<file path="src/rtl/pipe_stall_ctrl.sv">
// pipe_stall_ctrl: turns hazard, memory-busy and branch-redirect requests into
// per-stage pipeline register controls (PC enable, IF/ID enable/flush, ID/EX
// bubble, EX/MEM enable). A small FSM remembers multi-cycle memory waits,
// the post-redirect squash window and branches that arrived during a freeze.
// A saturating counter records how many cycles the PC was held.
module pipe_stall_ctrl #(
    parameter int FLUSH_DEPTH = 2,
    parameter int CNT_W       = 16
) (
    input  logic             clk_in,
    input  logic             rst_n_in,
    input  logic             hdu_stall_in,
    input  logic             mem_busy_in,
    input  logic             branch_taken_in,
    output logic             pc_en_out,
    output logic             if_id_en_out,
    output logic             if_id_flush_out,
    output logic             id_ex_bubble_out,
    output logic             ex_mem_en_out,
    output logic [1:0]       state_out,
    output logic [CNT_W-1:0] stall_cnt_out,
    output logic             err_out
);

    typedef enum logic [1:0] {
        RUN        = 2'd0,
        LOAD_STALL = 2'd1,
        MEM_WAIT   = 2'd2,
        FLUSH      = 2'd3
    } state_t;

    // Which request wins this cycle, after priority resolution.
    typedef enum logic [2:0] {
        ACT_IDLE   = 3'd0,
        ACT_BUSY   = 3'd1,
        ACT_BRANCH = 3'd2,
        ACT_SQUASH = 3'd3,
        ACT_STALL  = 3'd4
    } action_t;

    // Squash counter is 3 bits wide since FLUSH_DEPTH is limited to 1..7.
    localparam logic [2:0] FLUSH_RELOAD = 3'(FLUSH_DEPTH - 1);

    state_t           state;
    state_t           state_next;
    logic [2:0]       flush_cnt;
    logic [2:0]       flush_cnt_next;
    logic             branch_pending;
    logic             branch_pending_next;
    logic             err;
    logic             err_next;
    logic [CNT_W-1:0] stall_cnt;
    action_t          action;

    logic branch_req;
    logic squash_req;

    // A branch is either arriving now or was deferred while memory was busy.
    assign branch_req = branch_taken_in | branch_pending;

    // A non-zero squash counter means squash cycles are still owed, even if a
    // memory wait interrupted the FLUSH state.
    assign squash_req = (flush_cnt != 3'd0);

    // Resolve competing requests: memory busy, branch, squash, load-use stall.
    always_comb begin
        action = ACT_IDLE;
        if (mem_busy_in) begin
            action = ACT_BUSY;
        end else if (branch_req) begin
            action = ACT_BRANCH;
        end else if (squash_req) begin
            action = ACT_SQUASH;
        end else if (hdu_stall_in) begin
            action = ACT_STALL;
        end
    end

    // State register together with the squash counter, pending branch and error flag.
    always_ff @(posedge clk_in or negedge rst_n_in) begin
        if (!rst_n_in) begin
            state          <= RUN;
            flush_cnt      <= 3'd0;
            branch_pending <= 1'b0;
            err            <= 1'b0;
        end else begin
            state          <= state_next;
            flush_cnt      <= flush_cnt_next;
            branch_pending <= branch_pending_next;
            err            <= err_next;
        end
    end

    // Next-state logic driven by the resolved action.
    always_comb begin
        state_next          = RUN;
        flush_cnt_next      = flush_cnt;
        branch_pending_next = branch_pending;
        err_next            = err;
        unique case (action)
            ACT_BUSY: begin
                // Freeze everything; remember a redirect that cannot be taken yet.
                state_next = MEM_WAIT;
                if (branch_taken_in) begin
                    branch_pending_next = 1'b1;
                end
            end
            ACT_BRANCH: begin
                branch_pending_next = 1'b0;
                if (FLUSH_DEPTH > 1) begin
                    flush_cnt_next = FLUSH_RELOAD;
                    state_next     = FLUSH;
                end else begin
                    flush_cnt_next = 3'd0;
                    state_next     = RUN;
                end
            end
            ACT_SQUASH: begin
                flush_cnt_next = flush_cnt - 3'd1;
                state_next     = (flush_cnt == 3'd1) ? RUN : FLUSH;
            end
            ACT_STALL: begin
                // A load-use stall should never need a second cycle.
                if (state == LOAD_STALL) begin
                    err_next = 1'b1;
                end
                state_next = LOAD_STALL;
            end
            default: begin
                state_next = RUN;
            end
        endcase
    end

    // Pipeline register controls, combinational so a stall takes effect in the same cycle.
    always_comb begin
        pc_en_out        = 1'b1;
        if_id_en_out     = 1'b1;
        if_id_flush_out  = 1'b0;
        id_ex_bubble_out = 1'b0;
        ex_mem_en_out    = 1'b1;
        if (!rst_n_in) begin
            pc_en_out        = 1'b0;
            if_id_en_out     = 1'b0;
            if_id_flush_out  = 1'b1;
            id_ex_bubble_out = 1'b1;
            ex_mem_en_out    = 1'b0;
        end else begin
            unique case (action)
                ACT_BUSY: begin
                    pc_en_out     = 1'b0;
                    if_id_en_out  = 1'b0;
                    ex_mem_en_out = 1'b0;
                end
                ACT_BRANCH: begin
                    if_id_flush_out  = 1'b1;
                    id_ex_bubble_out = 1'b1;
                end
                ACT_SQUASH: begin
                    if_id_flush_out = 1'b1;
                end
                ACT_STALL: begin
                    pc_en_out        = 1'b0;
                    if_id_en_out     = 1'b0;
                    id_ex_bubble_out = 1'b1;
                end
                default: begin
                    pc_en_out = 1'b1;
                end
            endcase
        end
    end

    // Count cycles in which the PC was held, stopping at the maximum value.
    always_ff @(posedge clk_in or negedge rst_n_in) begin
        if (!rst_n_in) begin
            stall_cnt <= '0;
        end else if (!pc_en_out && (stall_cnt != {CNT_W{1'b1}})) begin
            stall_cnt <= stall_cnt + 1'b1;
        end
    end

    assign state_out     = state;
    assign stall_cnt_out = stall_cnt;
    assign err_out       = err;

endmodule

</file>
<file path="config.mk">
export PLATFORM = sky130hd
export DESIGN_NAME = pipe_stall_ctrl
export DESIGN_NICKNAME = d
export VERILOG_FILES = /design/src/rtl/pipe_stall_ctrl.sv
export SDC_FILE = /design/constraint.sdc
export NUM_CORES = 1
export LEC_CHECK = 0
export ABC_AREA = 0
export BUFFER_PORTS_ARGS = -buffer_cell sky130_fd_sc_hd__buf_2
export CAP_MARGIN = 10
export CORE_AREA = 2 2 50 52
export CTS_BUF_LIST = sky130_fd_sc_hd__clkbuf_16
export DETAILED_ROUTE_END_ITERATION = 12
export DIE_AREA = 0 0 52 54
export HOLD_SLACK_MARGIN = 0.05
export PLACE_DENSITY_LB_ADDON = 0.3
export SLEW_MARGIN = 20
export SYNTH_ARGS = -nofsm -noshare
export SYNTH_HDL_FRONTEND = slang
export SYNTH_SLANG_ARGS = --single-unit
export TNS_END_PERCENT = 20
</file>
<file path="constraint.sdc">
create_clock -name clk_in -period 3.73 [get_ports clk_in]
set_input_delay 0.746 -clock clk_in [delete_from_list [all_inputs] [get_ports clk_in]]
set_output_delay 0.746 -clock clk_in [all_outputs]
set_load 0.01 [all_outputs]
</file>
==> impl_results.md <==
* Endpoint class of the critical path: primary output
* GRT Total Usage at 0.178
* Wire length of the first global-routing pass at 3760 µm
* Worst-case vdd ir drop at 0.432 mV
* DR WL/cell at 12.6 µm
* Hold endpoint: err_out
* Minimum setup slack among reg-to-reg paths at 1.70 ns
* Number of cell instances on the worst register-to-register path at 7
* Cell with the biggest individual delay on the critical path: dfrtp_1
* Syn Nets at 122
* Diodes inserted at 0
* Post-detail-place hpwl at 1620 µm
* Warnings, synthesis at 0
* Number of buffers inserted for hold repair after clock tree synthesis at 0
* Number of cells produced by synthesis at 113
* Num CTS Buffers at 3
* Number of post-CTS setup repair buffers at 0
* Cell-by-cell listing of the critical path: inv_1 > ha_1 > nor2b_4 > a311oi_4 > buf_2
* Category of the critical setup timing path: reg -> out
* Most area-consuming cells after synthesis: dfrtp_1 (49%), xor2_1 (7.4%), nand2_1 (5.1%)
* Sum of overflow across all layers after global routing at 0
* Worst flop-to-flop path endpoint: stall_cnt_out[11]
* Setup slack at placement at 1.48 ns
* Overall die area at 0.00281 mm²
* Total detailed-routing wirelength at 2190 µm
* Clk slew on worst S/H paths at 0.06 ns
* Worst Min Path Start: state_out[1]
* Worst Path Arrival at 1.68 ns
* Power density over the cells at 585 mW/mm²
* Design Power at 0.000837 W
* Antenna violations before repair at 0
* Sum of negative setup slack at 0 ns
* CP max FO at 5
* Count of cell types in the netlist at 30
* Layout overhead on the synthesized area at 20.7%
* Number of gates resized after cts at 0
* Max-cap violations at 0
* Post-route standard cell area excluding fillers at 0.00143 mm²
* Final worst-path setup slack at 1.30 ns
* GP Congestion at 0.746
* Dominant cell type by area after synthesis: dfrtp_1
* Time the final worst path needs with I/O delays and setup at 2.43 ns
* Placeable core region at 0.00232 mm²
* Max-slew headroom at 0.724
* Avg Synthesized Cell Area at 10.5 µm²
* Unrepaired setup endpoints after global routing: no
* Count of TritonRoute iterations in the first routing pass at 4
* Final period utilization at 0.651
* Insertion delay to the later sink of the worst-skew pair at 0.25 ns
* Horizontal die dimension at 52 µm
* Avg Vias per Cell at 5.13
* Area of the mapped netlist at 0.00119 mm²
* Count of final setup violators at 0
* Area share of the largest cell type after synthesis at 0.485
* Placed standard-cell area at 0.00135 mm²
* Number of max-slew violations in the final report at 0
* Reported leakage power at 0.755 nW
* TritonCTS clock tree: yes
* DRC violation total after the first TritonRoute iteration at 11
* Residual antenna-violating net count after detailed routing at 0
* Sequential area share after synthesis at 0.485
* Launch instance of the worst register-to-register path: flush_cnt[0]
* Std-Cell Rows at 18
* Required time reported for the critical path endpoint at 2.98 ns
* Number of placed I/O pins at 29
* Number of sinks handled by clock tree synthesis at 23
* Maximum achievable frequency at 412 MHz
* Element type at the critical path start: flop
* Via count of the first global-routing pass at 869
* Post-synthesis register bit count at 23
* Largest net degree at the start of global routing at 26
* Maximum number of buffers from clock root to sink at 2
* H-tree lvl count at 1
* Worst hold path stage count at 1
* Delay of the slowest critical-path stage at 0.38 ns
* Vertical extent of the die at 54 µm
* Endpoints failing hold at 0
* Layout Skew at 0.000486 ns
* Fin nets at 154
* Hold WC Path Type: reg -> reg
* Port-buffer cells at 28
* Worst-margin pin slew at 0.411 ns
* Initial Util at 0.511
* Routed vias at 892
* Result of the run: completed
* Ratio of cells with drive above 1 in the final layout at 0.278
* DRC violation count after routing at 0
* Cell at the root of the clock tree: clkbuf_16
[Yosys cell counts]
library cell and instances:
nor2_4 1, o21bai_4 1, xor2_1 10, nand2b_1 2
a311oi_4 1, o221ai_1 1, o41ai_1 1, nor2_1 10
nand4_2 2, xnor2_1 5, nor2b_4 1, and3_2 1
and4_1 2, nor4_1 3, nor3_1 4, o21ai_0 4
buf_4 1, buf_6 1, nand4_1 1, or3b_1 1
nand3_1 6, nand2_1 16, and3_1 1, inv_1 6
dfrtp_1 23, o21ba_2 1, nand3b_1 1, nor2b_1 1
ha_1 4, a31oi_1 1
[cell families (layout without fill, tap and decap cells)]
kind of cell	Yosys count	in the layout	share of synthesized area
adders and majority gates	4	4	0.0422
buffers and inverters	8	39	0.0348
and+or+nand+nor	53	53	0.244
xor gates and xnor gates	15	15	0.111
AOI/OAI and AO/OA	10	10	0.0833
DFF	23	23	0.485
[through the flow]
stage / hold WS (ns) / std cells / utilization
2_1_floorplan: 0.450 / 113 / -
5_1_grt: 0.506 / 174 / 0.617
3_3_place_gp: 0.460 / 170 / 0.583
4_1_cts: 0.479 / 174 / 0.617
3_5_place_dp: 0.456 / 170 / 0.583
6_report: 0.475 / 174 / 0.617
[critical path, delay by kind of cell, from the launching register on]
family	cells	cell delay, ns
DFF	1	0.38
AOI/OAI and AO/OA	1	0.36
buffers and inverters	2	0.27
adders and majority gates	1	0.26
and+or+nand+nor	1	0.16
[placed cells by master (no fill, tap or decap)]
master     synthesis  routed
o21bai_4           1       1
buf_4              1       1
xnor2_1            5       5
or3b_1             1       1
o41ai_1            1       1
clkbuf_16          0       3
and3_2             1       1
o21ai_0            4       4
nor4_1             3       3
xor2_1            10      10
nor2_4             1       1
nand2b_1           2       2
o221ai_1           1       1
ha_1               4       4
nor2b_4            1       1
nand4_1            1       1
nor3_1             4       4
dfrtp_1           23      23
nor2_1            10      10
nand2_1           16      16
nand4_2            2       2
a311oi_4           1       1
nand3_1            6       6
buf_2              0      28
a31oi_1            1       1
nand3b_1           1       1
and4_1             2       2
nor2b_1            1       1
inv_1              6       7
and3_1             1       1
o21ba_2            1       1
[power breakdown]
part / total [W] / switching (W) / internal [W]
Clock: 0.000224 / 0.0000816 / 0.000143
Sequential: 0.000365 / 0.0000609 / 0.000304
Combinational: 0.000247 / 0.000133 / 0.000114
Total: 0.000837 / 0.000276 / 0.000561
[routing by layer]
| layer | vias to the layer above | routed length [µm] | track usage |
|---|---|---|---|
| met5 | - | 0 | 0 |
| met4 | 0 | 10 | 0.0658 |
| met3 | 2 | 79 | 0.0278 |
| met2 | 15 | 1030 | 0.291 |
| met1 | 428 | 1060 | 0.239 |
| li1 | 447 | - | - |
[sequential cells by signal, summed over array words and instances, names as in the netlist]
signal          flops
flush_cnt           3
state_out           2
err_out             1
branch_pending      1
stall_cnt_out      16
[cell type report]
class / count / area (µm²)
Inverter: 6 / 22.5
Sequential cell: 23 / 576
Multi-Input combinational cell: 82 / 569
Timing Repair Buffer: 29 / 148
Clock inverter: 1 / 3.75
Tap cell: 30 / 37.5
Fill cell: 203 / 888
Clock buffer: 3 / 75.1
[worst max-delay path by stage]
stage,start,endpoint,slack (ns),cells after the start
finish,flush_cnt[0],pc_en_out,1.30,5
CTS,flush_cnt[0],pc_en_out,1.28,5
floorplan,flush_cnt[0],pc_en_out,1.63,5
global placement,rst_n_in,id_ex_bubble_out,1.51,4
global route,flush_cnt[0],if_id_flush_out,1.13,7
detailed placement,rst_n_in,id_ex_bubble_out,1.48,4
Note: power is estimated with default switching activity, not from simulation.
